`config.mk`:
```
export PLATFORM = sky130hd
export DESIGN_NAME = moving_rank_filter
export DESIGN_NICKNAME = d
export VERILOG_FILES = /design/src/rtl/moving_rank_pkg.sv /design/src/rtl/moving_rank_filter_cmp_exchange.sv /design/src/rtl/moving_rank_filter.sv
export SDC_FILE = /design/constraint.sdc
export NUM_CORES = 1
export LEC_CHECK = 0
export CAP_MARGIN = 0
export CORE_UTILIZATION = 55
export CTS_CLUSTER_SIZE = 12
export DETAILED_ROUTE_END_ITERATION = 7
export HOLD_SLACK_MARGIN = 0.12
export PLACE_DENSITY = 0.71
export SKIP_LAST_GASP = 1
export SLEW_MARGIN = 40
export SYNTH_ARGS = -nofsm -noshare
export SYNTH_HDL_FRONTEND = slang
export SYNTH_HIERARCHICAL = 1
export SYNTH_SLANG_ARGS = --single-unit
```
`constraint.sdc`:
```
create_clock -name Clk -period 3.3 [get_ports Clk]
set_clock_uncertainty 0.2 [all_clocks]
set_input_delay 0.66 -clock Clk [delete_from_list [all_inputs] [get_ports Clk]]
set_output_delay 0.66 -clock Clk [all_outputs]
set_load 0.01 [all_outputs]
```
`src/rtl/moving_rank_pkg.sv`:
```
// Shared constants and elaboration helpers for the moving rank filter.
//   DEFAULT_WIDTH / DEFAULT_DEPTH : default sample width and window length
//   latency()                     : accepting edge to OutValid edge, in cycles
//   depth_is_legal()              : window length must be odd, 3..15
package moving_rank_pkg;

  localparam int unsigned DEFAULT_WIDTH = 16;
  localparam int unsigned DEFAULT_DEPTH = 5;

  // Window capture + launch register + DEPTH sort stages + output register
  function automatic int unsigned latency(input int unsigned depth);
    return depth + 2;
  endfunction

  function automatic bit depth_is_legal(input int unsigned depth);
    return (depth >= 3) && (depth <= 15) && ((depth % 2) == 1);
  endfunction

endpackage

```
`src/rtl/moving_rank_filter_cmp_exchange.sv`:
```
// One registered signed compare-exchange cell of the sort network.
//   Clk, Reset : rising-edge clock, synchronous active-high reset
//   i_a, i_b   : pair entering the cell (i_a is the lower lane)
//   o_lo, o_hi : registered smaller / larger value; equal values keep order
module cmp_exchange #(
  parameter int unsigned WIDTH = 16
) (
  input  logic             Clk,
  input  logic             Reset,
  input  logic [WIDTH-1:0] i_a,
  input  logic [WIDTH-1:0] i_b,
  output logic [WIDTH-1:0] o_lo,
  output logic [WIDTH-1:0] o_hi
);

  logic [WIDTH-1:0] r_lo;
  logic [WIDTH-1:0] r_hi;
  logic             w_swap;

  // Strict compare so equal values never swap
  assign w_swap = $signed(i_a) > $signed(i_b);

  always_ff @(posedge Clk) begin
    if (Reset) begin
      r_lo <= '0;
      r_hi <= '0;
    end else begin
      r_lo <= w_swap ? i_b : i_a;
      r_hi <= w_swap ? i_a : i_b;
    end
  end

  assign o_lo = r_lo;
  assign o_hi = r_hi;

endmodule

```
`src/rtl/moving_rank_filter.sv`:
```
// Moving rank-order filter: selects the Rank-th smallest of the last DEPTH
// accepted samples using a pipelined odd-even transposition sort.
//   Clk, Reset : rising-edge clock, synchronous active-high reset
//   Clear      : synchronous window flush (drops in-flight results)
//   InValid    : qualifies Input
//   Input      : signed sample
//   Rank       : 0 = min, DEPTH-1 = max; larger values saturate
//   OutValid   : one-cycle pulse with each new result
//   Output     : selected-rank value, held between pulses
//   Primed     : window holds DEPTH samples since last Reset/Clear
module moving_rank_filter
  import moving_rank_pkg::*;
#(
  parameter int unsigned WIDTH = DEFAULT_WIDTH,
  parameter int unsigned DEPTH = DEFAULT_DEPTH,
  parameter int unsigned RW    = $clog2(DEPTH)
) (
  input  logic             Clk,
  input  logic             Reset,
  input  logic             Clear,
  input  logic             InValid,
  input  logic [WIDTH-1:0] Input,
  input  logic [RW-1:0]    Rank,
  output logic             OutValid,
  output logic [WIDTH-1:0] Output,
  output logic             Primed
);

  localparam int unsigned CW = $clog2(DEPTH + 1);

  if (!depth_is_legal(DEPTH)) begin : g_bad_depth
    $error("moving_rank_filter: DEPTH must be odd and within 3..15");
  end

  logic [WIDTH-1:0] r_window [DEPTH];
  logic [CW-1:0]    r_fill;
  logic             r_primed;
  logic             r_acc_valid;
  logic [RW-1:0]    r_acc_rank;
  logic [CW-1:0]    w_fill_base;
  logic [CW-1:0]    w_fill_next;

  logic [WIDTH-1:0] r_launch [DEPTH];
  logic [WIDTH-1:0] w_stg [DEPTH+1][DEPTH];
  logic [DEPTH:0]   r_tag;
  logic [RW-1:0]    r_rank [DEPTH+1];

  logic             r_out_valid;
  logic [WIDTH-1:0] r_out;
  logic [RW-1:0]    w_rank_sat;
  logic [WIDTH-1:0] w_sel;

  // Fill count as seen after an optional flush, then saturating increment
  always_comb begin
    w_fill_base = Clear ? '0 : r_fill;
    w_fill_next = (w_fill_base == CW'(DEPTH)) ? w_fill_base : w_fill_base + CW'(1);
  end

  // Sample window, fill count and the tag/rank of the accepted sample
  always_ff @(posedge Clk) begin
    if (Reset) begin
      for (int j = 0; j < DEPTH; j++) r_window[j] <= '0;
      r_fill      <= '0;
      r_primed    <= 1'b0;
      r_acc_valid <= 1'b0;
      r_acc_rank  <= '0;
    end else if (InValid) begin
      r_window[0] <= Input;
      for (int j = 1; j < DEPTH; j++) r_window[j] <= Clear ? '0 : r_window[j-1];
      r_fill      <= w_fill_next;
      r_primed    <= (w_fill_next == CW'(DEPTH));
      r_acc_valid <= (w_fill_next == CW'(DEPTH));
      r_acc_rank  <= Rank;
    end else begin
      if (Clear) begin
        for (int j = 0; j < DEPTH; j++) r_window[j] <= '0;
        r_fill   <= '0;
        r_primed <= 1'b0;
      end
      r_acc_valid <= 1'b0;
    end
  end

  // Launch snapshot plus tag/rank side pipeline; Clear kills every tag in flight
  always_ff @(posedge Clk) begin
    if (Reset) begin
      for (int j = 0; j < DEPTH; j++) r_launch[j] <= '0;
      for (int s = 0; s <= DEPTH; s++) r_rank[s] <= '0;
      r_tag <= '0;
    end else begin
      for (int j = 0; j < DEPTH; j++) r_launch[j] <= r_window[j];
      r_tag[0]  <= r_acc_valid & ~Clear;
      r_rank[0] <= r_acc_rank;
      for (int s = 1; s <= DEPTH; s++) begin
        r_tag[s]  <= r_tag[s-1] & ~Clear;
        r_rank[s] <= r_rank[s-1];
      end
    end
  end

  for (genvar j = 0; j < DEPTH; j++) begin : g_launch
    assign w_stg[0][j] = r_launch[j];
  end

  // Odd-even transposition network: even stages pair (0,1),(2,3)..., odd stages (1,2),(3,4)...
  for (genvar s = 0; s < DEPTH; s++) begin : g_stage
    localparam int unsigned FIRST = 32'(s % 2);
    localparam int unsigned PASS  = (FIRST == 0) ? DEPTH - 1 : 0;

    for (genvar p = FIRST; p + 1 < DEPTH; p += 2) begin : g_pair
      cmp_exchange #(.WIDTH(WIDTH)) u_cmp (
        .Clk   (Clk),
        .Reset (Reset),
        .i_a   (w_stg[s][p]),
        .i_b   (w_stg[s][p+1]),
        .o_lo  (w_stg[s+1][p]),
        .o_hi  (w_stg[s+1][p+1])
      );
    end

    // Unpaired lane is delayed to stay aligned with its neighbours
    logic [WIDTH-1:0] r_pass;
    always_ff @(posedge Clk) begin
      if (Reset) r_pass <= '0;
      else       r_pass <= w_stg[s][PASS];
    end
    assign w_stg[s+1][PASS] = r_pass;
  end

  // Rank select with saturation to the top lane
  always_comb begin
    w_rank_sat = r_rank[DEPTH];
    if (32'(r_rank[DEPTH]) >= DEPTH) w_rank_sat = RW'(DEPTH - 1);
    w_sel = w_stg[DEPTH][0];
    for (int j = 0; j < DEPTH; j++) begin
      if (w_rank_sat == RW'(j)) w_sel = w_stg[DEPTH][j];
    end
  end

  // Output register: Clear suppresses the pulse but leaves Output untouched
  always_ff @(posedge Clk) begin
    if (Reset) begin
      r_out_valid <= 1'b0;
      r_out       <= '0;
    end else if (Clear) begin
      r_out_valid <= 1'b0;
    end else begin
      r_out_valid <= r_tag[DEPTH];
      if (r_tag[DEPTH]) r_out <= w_sel;
    end
  end

  assign OutValid = r_out_valid;
  assign Output   = r_out;
  assign Primed   = r_primed;

endmodule
```
==> results of run 1 <==
## cell usage in the layout (no fill, tap or decap), types with 14 or more instances in the layout
cell type,Yosys,routed
edfxtp_1,80,80
a22oi_1,15,15
clkdlybuf4s50_1,0,38
nor2_1,23,23
inv_1,179,178
nor2b_1,201,201
nand4_1,30,30
nand2_1,36,36
nand2b_1,321,321
ha_1,162,162
a21oi_1,64,64
o21ai_0,19,19
mux4_2,16,16
and3_1,64,64
clkbuf_16,0,69
clkbuf_1,64,21
mux2i_1,323,323
dfxtp_1,529,528
clkbuf_8,0,14
and2_1,23,23
## Yosys cell counts (2+ instances only)
master / n
buf_4: 3
a2111o_1: 10
inv_1: 179
a21o_2: 10
buf_1: 2
nand4_1: 30
o211ai_1: 12
nand2_1: 36
buf_2: 2
nor4_2: 10
nor2b_1: 201
buf_6: 31
and3_1: 64
dfxtp_1: 529
mux2i_1: 323
o21ai_1: 10
and2_1: 23
a311oi_4: 10
edfxtp_1: 80
a2bb2oi_1: 10
mux4_2: 16
o21ai_0: 19
ha_1: 162
nand2b_1: 321
o21a_1: 10
nor2_1: 23
nand4_2: 10
a22oi_1: 15
clkbuf_1: 64
a21oi_1: 64
## flip-flops by register name, summed over array words and instances (netlist names)
name	cells
r_window	80
r_acc_rank	3
r_tag	6
g_stage.g_pair.u_cmp/o_hi	160
g_stage.g_pair.u_cmp/o_lo	160
Output	16
Primed	1
r_acc_valid	1
r_fill	3
g_stage.r_pass	80
r_launch	80
OutValid	1
r_rank	18
## metal layers
metal  up-vias  global-route usage  routed length, um
li1       7782                   -                  -
met1      7118               0.266              22700
met2       237               0.377              24600
met3       117              0.0376               1450
met4         0               0.112               2470
met5         -                   0                  0
## stage by stage
step	cells	hold slack, ps	setup WS [ps]
final	2962	219	489
after floorplan	2290	206	85.4
after global routing	2962	226	365
after detailed placement	2847	211	484
after CTS	2962	221	498
after global placement	2847	212	558
## cell type report
class                   count  area, um^2  area share
clock buffers             104        2000      0.0696
clock inverters            11         119     0.00414
inverters                 179         672      0.0234
multi-input cells        1398       11500       0.400
flip-flops and latches    609       13000       0.453
well taps                 600         751      0.0262
repair buffers             61         696      0.0242
## kinds of logic (layout without fill, tap and decap cells)
kind of cell,Yosys count,count (layout),synth area share
AND/OR/NAND/NOR,724,724,0.175
AO/OA/AOI/OAI,173,173,0.0513
flip-flops,609,609,0.504
multiplexers,339,339,0.139
buffers and inverters,283,355,0.0512
adder cells (fa/ha/maj),162,162,0.0786
## report_power, final
| part | switching, mW | total [mW] | internal, mW | leakage (nW) |
|---|---|---|---|---|
| Combinational | 1.79 | 3.49 | 1.70 | 5.14 |
| Clock | 2.78 | 7.09 | 4.30 | 1.04 |
| Sequential | 0.149 | 7.89 | 7.74 | 5.20 |
| Total | 4.73 | 18.5 | 13.7 | 11.4 |
## worst paths after layout
path	start	end	slack [ps]	depth (start not counted)
worst max-delay path	g_stage[1].g_pair[1].u_cmp/o_lo[7]	g_stage[2].g_pair[0].u_cmp/o_lo[0]	490	7
worst min-delay path	r_tag[0]	r_tag[1]	220	1
worst max register to register	g_stage[1].g_pair[1].u_cmp/o_lo[7]	g_stage[2].g_pair[0].u_cmp/o_lo[0]	490	7
worst min register to register	r_tag[0]	r_tag[1]	220	1
==> run_results.csv, run 1 <==
group,metric,value,unit
status,status,"complete, no violations",
cts,cts_resized,0,
floorplanning,die_y,219,um
logic_synthesis,synth_area_leaders,"dfxtp_1 41%, mux2i_1 13%, edfxtp_1 9.3%",
cts,clk_pin_slew,60,ps
global_route,grt.overflow.total,0,
logic_synthesis,syn_avg_cell_area,11.3,um^2
cts,cts_tree,"built",
sta,maxSlewViolCount,0,
job,drv_cap,0,
place,dpl.hpwl,38.5,mm
finish,final_util,0.627,
detailed_routing,drt-vias-per-instance,5.15,
logic_synthesis,syn_inst,2290,
logic_synthesis,yosysTopAreaCellShare,0.411,
finish,diodes,0,
global_route,grt_pass1_vias,15409,
global_route,groute.usage.overall,0.220,
setup_path,path_delay_family,"compound AO/OA/AOI/OAI gates",
cts,cts-buffers-inserted,66,
sta,setup_tns,0,ps
global_route,antenna_found_initial,0,
floorplanning,start_util,0.563,
cts,htreeDepth,3,
cts,hold_buffers,0,
detailed_routing,postRouteAntennaNets,0,
worst_hold_path,hp-class,"reg2reg",
logic_synthesis,netlist-cell-type-count,41,
global_route,grt_pass1_wl,81.8,mm
sta,report.final.hold_viol_count,0,
floorplanning,dieArea,47700,um^2
logic_synthesis,synth_edf_count,80,
sta,finalSetupViolCount,0,
setup_path,cp_max_fo,32,
power_and_ir_drop,power,18.5,mW
setup_path,cpPeakStageDelay,470,ps
place,io_buffers,40,
detailed_routing,wl,51.2,mm
floorplanning,die_w,219,um
finish,final_layout_size_suffix_gt1_frac,0.0758,
cts,cts_root_buf,"clkbuf_16",
power_and_ir_drop,power.density,644,nW/um^2
sta,max_slew.worst_pin.slew,770,ps
logic_synthesis,yosys_warnings,6,
place,dpl_cell_area,26600,um^2
finish,nFillCells,3614,
finish,syn_to_final_growth,11.3,%
setup_path,crit_path_end_kind,"flop",
logic_synthesis,yosys_most_used_dff,"dfxtp_1",
detailed_routing,drtPass1Iterations,5,
place,gp_congestion,0.893,
finish,fin_nets,2500,
setup_path,cp_cell_sequence,"inv_1 > ha_1 > nand4_1 > a2111o_1 > a311oi_4 > buf_4 > mux2i_1",
detailed_routing,drt_iter0_drc,810,
logic_synthesis,synth_nets,2475,
setup_path,cp_slowest_cell,"a2111o_1",
floorplanning,core,45800,um^2
detailed_routing,drc,0,
sta,rsz0062_at_grt,"no",
power_and_ir_drop,p_leak,11.4,nW
setup_path,path_buf_inv,2,
sta,min_period_over_period,0.852,
floorplanning,row_count,78,
sta,fmax,356,MHz
finish,final_cell_area,28700,um^2
detailed_routing,routedWlPerCell,17.3,um
sta,relSlewSlack,0.487,
logic_synthesis,synth_top_area_cell,"dfxtp_1",
logic_synthesis,netlist_area,25800,um^2
setup_path,required,3560,ps
setup_path,start_kind,"flop",
setup_path,arrival,3080,ps
power_and_ir_drop,irDropWorstVdd,0.000463,V
global_route,grt_max_degree,225,
detailed_routing,vias,15254,
logic_synthesis,async_flop_share,0,
cts,postCtsSetupBuffers,0,
cts,clock_path_buffers,3,
setup_path,crit_type,"reg2reg",
floorplanning,io_pins,41,
logic_synthesis,seq_area_frac_synth,0.504,
sta,period_minus_slack,2810,ps
cts,cts.sinks,609,
logic_synthesis,synth_seq_cells,609,
cts,clkLatencyLatePin,580,ps
Note: power is estimated with default switching activity, not from simulation.
==> inputs of run 2 (changes only) <==
--- a/config.mk
+++ b/config.mk
@@ -5,13 +5,14 @@
 export SDC_FILE = /design/constraint.sdc
 export NUM_CORES = 1
 export LEC_CHECK = 0
+export ABC_CLOCK_PERIOD_IN_PS = 3300
 export CAP_MARGIN = 0
+export CORE_MARGIN = 1.5
 export CORE_UTILIZATION = 55
 export CTS_CLUSTER_SIZE = 12
 export DETAILED_ROUTE_END_ITERATION = 7
 export HOLD_SLACK_MARGIN = 0.12
 export PLACE_DENSITY = 0.71
-export SKIP_LAST_GASP = 1
 export SLEW_MARGIN = 40
 export SYNTH_ARGS = -nofsm -noshare
 export SYNTH_HDL_FRONTEND = slang
==> run 2 against run 1 <==
Against the previous run: combinational power about the same; critical path depth is 1 higher; worst hold slack worse by 12 ps; global-route usage is 0.52 points lower; non-clock buffer count decreased by 1; maximum frequency rose by 1.3%; register-to-register slack improved by 40 ps; critical endpoint is now g_stage[0].g_pair[0].u_cmp/o_lo[11]; largest cell class unchanged; largest power group unchanged.
==> run_results.csv, run 2 (synthesized netlist as in run 1, its figures left out) <==
group,metric,value,unit
detailed_routing,vias,15171,
worst_hold_path,hp-class,"in2reg",
setup_path,cp_max_fo,32,
floorplanning,dieArea,48200,um^2
floorplanning,die_w,220,um
finish,nFillCells,3723,
setup_path,start_kind,"flop",
detailed_routing,drc,0,
finish,final_common_cell,"dfxtp_1",
cts,cts_resized,0,
sta,setup_tns,0,ps
cts,hold_buffers,0,
detailed_routing,routedWlPerCell,17.0,um
setup_path,arrival,3080,ps
sta,maxSlewViolCount,0,
sta,period_minus_slack,2780,ps
sta,max_slew.worst_pin.slew,816,ps
finish,ff_latch_area,13000,um^2
setup_path,cpPeakStageDelay,470,ps
finish,fin_nets,2494,
place,gp_congestion,0.892,
cts,cts_root_buf,"clkbuf_16",
floorplanning,io_pins,41,
setup_path,required,3600,ps
finish,syn_to_final_growth,10.3,%
global_route,grt_pass1_wl,81.3,mm
floorplanning,core,46400,um^2
power_and_ir_drop,irDropWorstVdd,0.000509,V
global_route,grt_pass1_vias,15416,
floorplanning,row_count,79,
detailed_routing,wl,50.4,mm
finish,instances_no_fill,2960,
finish,final_layout_size_suffix_gt1_frac,0.0701,
setup_path,crit_type,"reg2reg",
sta,finalSetupViolCount,0,
setup_path,path_buf_inv,2,
floorplanning,start_util,0.556,
finish,multiInputGateArea,11500,um^2
status,status,"complete, no violations",
cts,clock_path_buffers,3,
setup_path,cp_slowest_cell,"buf_4",
global_route,groute.usage.overall,0.215,
global_route,grt.overflow.total,0,
cts,htreeDepth,2,
setup_path,path_delay_family,"compound AO/OA/AOI/OAI gates",
finish,diodes,0,
job,drv_cap,0,
global_route,grt_max_degree,251,
setup_path,reg2reg_slack,520,ps
finish,final_cell_mix,"528 x dfxtp_1, 323 x mux2i_1, 321 x nand2b_1, 201 x nor2b_1, 178 x inv_1",
power_and_ir_drop,p_leak,11.2,nW
setup_path,crit_path_end_kind,"flop",
sta,rsz0062_at_grt,"no",
power_and_ir_drop,power.density,625,nW/um^2
detailed_routing,drt-vias-per-instance,5.13,
cts,clk_pin_slew,60,ps
sta,min_period_over_period,0.841,
place,dpl.hpwl,38.2,mm
cts,clkLatencyLatePin,610,ps
global_route,antenna_found_initial,0,
setup_path,cp_cell_sequence,"inv_1 > ha_1 > nor2b_1 > o211ai_1 > a2111o_1 > a311oi_4 > buf_4 > mux2i_1",
detailed_routing,drt_iter0_drc,757,
cts,cts-buffers-inserted,61,
sta,report.final.hold_viol_count,0,
sta,relSlewSlack,0.456,
cts,postCtsSetupBuffers,0,
place,io_buffers,40,
cts,cts.sinks,609,
detailed_routing,drtPass1Iterations,5,
cts,cts_tree,"built",
detailed_routing,postRouteAntennaNets,0,
floorplanning,die_y,220,um
place,place_inst,2852,
sta,fmax,360,MHz
[run 2: tightest hold or removal path: stages]
cell and delay (ps):
buf_2 90, nor3_1 70, nand2_1 80, nand2_1 50
[run 2: power by group]
part	switching [mW]	internal, mW	leakage [nW]
Combinational	1.77	1.68	5.12
Clock	2.68	3.75	0.918
Sequential	0.148	7.74	5.20
[run 2: worst paths after layout]
path / start / end / cells past startpoint
worst max-delay path: r_launch[1][1] / g_stage[0].g_pair[0].u_cmp/o_lo[11] / 8
worst min-delay path: InValid / r_fill[2] / 4
worst max register to register: r_launch[1][1] / g_stage[0].g_pair[0].u_cmp/o_lo[11] / 8
worst min register to register: r_rank[0][14] / r_rank[0][17] / 1
[run 2: metrics by stage]
step	setup slack [ps]	power (mW)	utilization	cell area, um^2	hold WS (ps)
6_report	524	17.8	0.613	28400	207
2_1_floorplan	85.4	11.2	-	25800	206
4_1_cts	496	17.9	0.613	28400	175
5_1_grt	367	18.5	0.613	28400	196
3_5_place_dp	427	11.5	0.572	26500	210
3_3_place_gp	381	11.4	0.572	26500	213
[run 2: area by class of cell]
| cell class | count | area share |
|---|---|---|
| Inverter | 179 | 0.0236 |
| Timing Repair Buffer | 60 | 0.0234 |
| Clock buffer | 101 | 0.0645 |
| Multi-Input combinational cell | 1398 | 0.403 |
| Tap cell | 607 | 0.0267 |
| Sequential cell | 609 | 0.457 |
| Clock inverter | 6 | 0.00158 |
[run 2: per-layer routing]
layer  vias up  part of all wire  GRT usage  wire length (um)
li1       7784                 -          -                 -
met1      7077              0.44      0.264             22400
met2       213              0.49      0.378             24700
met3        97             0.027     0.0331              1340
met4         0             0.038     0.0852              1930
met5         -                 0          0                 0
